$ cat config.mk
export PLATFORM = sky130hd
export DESIGN_NAME = decode_sequencer
export DESIGN_NICKNAME = d
export VERILOG_FILES = /design/src/rtl/decode_sequencer.sv
export SDC_FILE = /design/constraint.sdc
export NUM_CORES = 1
export LEC_CHECK = 0
export BUFFER_PORTS_ARGS = -buffer_cell sky130_fd_sc_hd__clkbuf_2
export CORE_MARGIN = 2
export CORE_UTILIZATION = 53
export DETAILED_ROUTE_END_ITERATION = 16
export PLACE_DENSITY = 0.85
export REMOVE_ABC_BUFFERS = 1
export SKIP_CTS_REPAIR_TIMING = 1
export SYNTH_ARGS = -nofsm -noshare
export SYNTH_HDL_FRONTEND = slang
export SYNTH_SLANG_ARGS = --single-unit
$ cat constraint.sdc
create_clock -name Clock -period 3.6 [get_ports Clock]
set_input_delay 0.36 -clock Clock [delete_from_list [all_inputs] [get_ports Clock]]
set_output_delay 0.36 -clock Clock [all_outputs]
set_load 0.005 [all_outputs]
$ cat src/rtl/decode_sequencer.sv
// Top-level phase controller for the image decompressor: launches milestone 2 then
// milestone 1, owns the shared SRAM bus, and reports done/error/cycle count.
module decode_sequencer #(
    parameter logic [23:0] TIMEOUT_CYCLES = 24'd4000000,
    parameter bit          ENABLE_M2      = 1'b1,
    parameter int unsigned GUARD_CYCLES   = 2
) (
    input  logic        Clock,
    input  logic        resetn,
    input  logic        start,
    input  logic        abort,
    output logic        m1_start,
    input  logic        m1_end,
    input  logic [17:0] m1_SRAM_address,
    input  logic [15:0] m1_SRAM_write_data,
    input  logic        m1_SRAM_we_n,
    output logic        m2_start,
    input  logic        m2_end,
    input  logic [17:0] m2_SRAM_address,
    input  logic [15:0] m2_SRAM_write_data,
    input  logic        m2_SRAM_we_n,
    output logic [17:0] SRAM_address,
    output logic [15:0] SRAM_write_data,
    output logic        SRAM_we_n,
    output logic        busy,
    output logic        done,
    output logic        error,
    output logic        error_phase,
    output logic [31:0] cycle_count
);

    localparam int GW = (GUARD_CYCLES > 0) ? $clog2(GUARD_CYCLES + 1) : 1;

    typedef enum logic [2:0] {
        S_IDLE,
        S_M2_START,
        S_M2_RUN,
        S_M1_START,
        S_M1_RUN,
        S_DONE,
        S_ERROR
    } state_t;

    state_t        state_q, state_d;
    logic [23:0]   timer_q, timer_d;
    logic [GW-1:0] guard_q, guard_d;
    logic          err_ph_q, err_ph_d;
    logic [31:0]   count_q, count_d;

    logic run, guard_ok, end_in, end_ok, tmo;

    always_ff @(posedge Clock or negedge resetn) begin
        if (!resetn) begin
            state_q  <= S_IDLE;
            timer_q  <= '0;
            guard_q  <= '0;
            err_ph_q <= 1'b0;
            count_q  <= '0;
        end else begin
            state_q  <= state_d;
            timer_q  <= timer_d;
            guard_q  <= guard_d;
            err_ph_q <= err_ph_d;
            count_q  <= count_d;
        end
    end

    // Guard masks an end level still high from the previous run.
    assign run      = (state_q == S_M2_RUN) || (state_q == S_M1_RUN);
    assign guard_ok = 32'(guard_q) >= GUARD_CYCLES;
    assign end_in   = (state_q == S_M2_RUN) ? m2_end : m1_end;
    assign end_ok   = run && guard_ok && end_in;
    assign tmo      = run && (timer_q == TIMEOUT_CYCLES - 24'd1);

    always_comb begin
        state_d  = state_q;
        timer_d  = timer_q;
        guard_d  = guard_q;
        err_ph_d = err_ph_q;
        count_d  = count_q;

        if (busy && count_q != 32'hFFFF_FFFF)
            count_d = count_q + 32'd1;

        case (state_q)
            S_IDLE, S_DONE, S_ERROR: begin
                if (start) begin
                    state_d = ENABLE_M2 ? S_M2_START : S_M1_START;
                    count_d = '0;
                end
            end
            S_M2_START, S_M1_START: begin
                state_d = (state_q == S_M2_START) ? S_M2_RUN : S_M1_RUN;
                timer_d = '0;
                guard_d = '0;
            end
            S_M2_RUN, S_M1_RUN: begin
                timer_d = timer_q + 24'd1;
                if (!guard_ok)
                    guard_d = guard_q + GW'(1);
                if (end_ok) begin
                    state_d = (state_q == S_M2_RUN) ? S_M1_START : S_DONE;
                end else if (tmo) begin
                    state_d  = S_ERROR;
                    err_ph_d = (state_q == S_M1_RUN);
                end
            end
            default: state_d = S_IDLE;
        endcase

        // Abort wins over start, end and timeout; the count freezes where it stood.
        if (abort && state_q != S_IDLE) begin
            state_d = S_IDLE;
            count_d = count_q;
        end
    end

    assign m2_start    = (state_q == S_M2_START);
    assign m1_start    = (state_q == S_M1_START);
    assign busy        = (state_q == S_M2_START) || (state_q == S_M2_RUN) ||
                         (state_q == S_M1_START) || (state_q == S_M1_RUN);
    assign done        = (state_q == S_DONE);
    assign error       = (state_q == S_ERROR);
    assign error_phase = err_ph_q;
    assign cycle_count = count_q;

    // Bus is decoded from the registered state so reset releases it immediately.
    always_comb begin
        SRAM_address    = '0;
        SRAM_write_data = '0;
        SRAM_we_n       = 1'b1;
        case (state_q)
            S_M2_START, S_M2_RUN: begin
                SRAM_address    = m2_SRAM_address;
                SRAM_write_data = m2_SRAM_write_data;
                SRAM_we_n       = m2_SRAM_we_n;
            end
            S_M1_START, S_M1_RUN: begin
                SRAM_address    = m1_SRAM_address;
                SRAM_write_data = m1_SRAM_write_data;
                SRAM_we_n       = m1_SRAM_we_n;
            end
            default: ;
        endcase
    end

endmodule

==> results.py <==
metrics = {
    "run_status": {
        "status": "completed",
    },
    "synthesis": {
        "synthDistinctLibCells": 58,
        "syn_avg_cell_area_sq_um": 8.89,
        "yosys_warnings": 0,
        "synthCells": 448,
        "postSynth.topFlopCell": "dfrtp_1",
        "synth_seq_cells": 62,
        "async_flop_share_pct": 100,
        "syn_area_sq_mm": 0.00398,
        "synth_edf_count": 0,
        "synth.yosys.seq_area_share_pct": 39.0,
    },
    "layout": {
        "final_cells": 691,
        "postLayoutCoreUtil_pct": 68.6,
        "fillers": 620,
        "layout_common_cells": "clkbuf_2 (148), dfrtp_1 (62), nand2_1 (38), a22o_1 (36), nor2_1 (29)",
        "drive_gt1_share_pct": 30.9,
        "area_growth_pct": 24.9,
        "n_antenna_cell": 0,
        "layout_commonest_cell": "clkbuf_2",
        "nNetsFinal": 668,
    },
    "sta": {
        "min_period_ps": 2870,
        "tightest_slew_ps": 727,
        "fin_worst_skew_ps": 8.94,
        "fin_crit_sh_pct": 79.8,
        "fmax_ghz": 0.348,
        "grt_setup_unrepaired": "no",
        "setup-violations-final": 0,
        "final_max_slew_viol_count": 0,
        "slew-limit-headroom_pct": 51.6,
        "hold_viol_final": 0,
        "setup_tns_ps": 0,
    },
    "cts": {
        "path_clk_slew_ps": 70,
        "clock-sinks": 62,
        "cts_buffers": 9,
        "cts_root_buf": "clkbuf_8",
        "clock_latency_ps": 340,
        "cts_tree": "built",
        "htreeDepth": 3,
        "clk_path_buf_depth": 2,
    },
    "worst_setup_path": {
        "critical_path.top_delay_family": "flip-flops",
        "critical_path_depth": 7,
        "rr_worst_depth": 5,
        "cpMostUsedCell": "nand2_1",
        "worstSetupStartpointType": "flop",
        "crit_path_end_kind": "primary output",
        "critPathMaxFanout": 34,
        "worstSetupPathType": "reg2out",
        "cp_cell_sequence": "inv_1, nor2_1, nand2_1, nand2_1, buf_4, a22o_1, clkbuf_2",
        "required_ps": 3240,
        "worstPathArrival_ps": 2510,
        "cp.buffers_inverters": 3,
        "reg2reg_from": "state_q[1]",
        "critPathLaunch": "state_q[0]",
        "cpPeakStageDelay_ps": 790,
        "cp_slowest_cell": "dfrtp_1",
    },
    "flow_run": {
        "drv_cap": 0,
    },
    "place": {
        "hpwl_um": 8390,
        "placed_cells": 677,
        "io_buffers": 148,
        "gp_congestion": 0.904,
    },
    "floorplanning": {
        "rows": 31,
        "initial_core_util_pct": 54.9,
        "placeableCoreArea_sq_mm": 0.00725,
        "die_w_um": 90.7,
        "ios": 149,
        "die_h_um": 90.7,
        "dieArea_sq_mm": 0.00822,
    },
    "grt": {
        "grt_max_degree": 35,
        "grt_usage_pct": 26.7,
        "antenna_found_initial": 0,
        "grt_pass1_wl_um": 18200,
        "grt.overflow.total": 0,
        "grt_pass1_vias": 3855,
    },
    "route": {
        "firstDrtPassIters": 5,
        "route.met3.wl_um": 879,
        "routedWlPerCell_um": 16.3,
        "routed_via_density": 6.08,
        "drc": 0,
        "highest_layer": "met4",
        "drtAntennaViolNets": 0,
        "wl_met1_um": 4850,
        "drt_iter0_markers": 270,
        "num_vias": 4199,
        "wirelength_um": 11300,
        "dr_wl_met2_um": 5430,
    },
    "power_and_ir_drop": {
        "powerDensity_mw_per_mm2": 438,
        "peakVddDrop_mv": 0.313,
        "power_uw": 2180,
        "power.leakage_uw": 0.00227,
    },
    "min_path": {
        "hold_path.class": "in2async",
    },
}
## layer usage
layer	global-route usage [%]	vias to the layer above
met2	41.6	162
met4	5.51	0
li1	-	1998
met1	36.5	2025
met3	8.93	14
met5	0	-
## layout make-up
type,count,area (sq um),area share [%]
Multi-Input combinational cell,347,2280,45.8
Clock inverter,1,5.00,0.101
Tap cell,99,124,2.49
Inverter,14,52.6,1.06
Clock buffer,13,169,3.40
Timing Repair Buffer,155,793,15.9
Sequential cell,62,1550,31.2
## stage by stage
stage / instance area, sq um / hold WS, ps / setup slack, ps
2_1_floorplan: 3870 / 64.4 / 992
3_3_place_gp: 4800 / 386 / 1250
3_5_place_dp: 4800 / 380 / 1100
4_1_cts: 4970 / 9.43 / 786
5_1_grt: 4970 / 40.8 / 545
6_report: 4970 / 3.09 / 726
## registers in the layout (all words and copies together) (netlist names)
signal and cells:
timer_q 24, cycle_count 32, state_q 3, guard_q 2, error_phase 1
## synthesized netlist by cell type (all sizes together), types with 3 or more instances
master / number / area share [%]
inv: 14 / 1.3
o211ai: 6 / 1.3
clkbuf: 15 / 1.4
nand2: 38 / 3.6
nand4: 17 / 2.8
nor2: 30 / 2.8
xor2: 3 / 0.66
o21ai: 25 / 3.1
dfrtp: 62 / 39
a21oi: 25 / 3.1
a32oi: 3 / 0.66
mux2i: 17 / 4.3
or4: 10 / 2.0
and3: 5 / 0.79
buf: 10 / 1.3
nand3: 23 / 2.9
nor4: 12 / 2.4
ha: 3 / 0.94
a22o: 36 / 7.9
a211oi: 4 / 0.75
xnor2: 15 / 3.3
and2: 4 / 0.63
or3: 11 / 1.7
o31ai: 10 / 1.9
nor3: 15 / 1.9
## path summary, 6_finish.rpt
check | endpoint | slack [ps]
setup / recovery | SRAM_address[6] | 730
hold / removal | timer_q[20] | 3
setup reg to reg | timer_q[23] | 1040
hold reg to reg | timer_q[23] | 500
max in group asynchronous | cycle_count[29] | 2850
min in group Clock | state_q[0] | 380
## worst reg2reg max path: cells and delay by family (launching register included)
family,cells,cell delay (ps)
XOR/XNOR,1,240
flip-flops,1,810
multiplexers,1,230
AND/OR/NAND/NOR,3,1200
## cell families (layout without fill, tap and decap cells)
family	after synthesis	after routing	synth area share (%)
xor gates and xnor gates	18	18	3.96
DFF	62	62	39.0
adders and majority gates	3	3	0.943
muxes	18	18	4.56
AOI/OAI and AO/OA	129	129	23.1
and+or+nand+nor	179	179	24.5
buffers and inverters	39	183	4.02
## report_power, final
part / internal, uW / leakage (uW) / switching [uW]
Combinational: 375 / 0.00132 / 433
Sequential: 731 / 0.000855 / 83.7
Clock: 298 / 0.0000914 / 257
(Power assumes the default switching activity.)
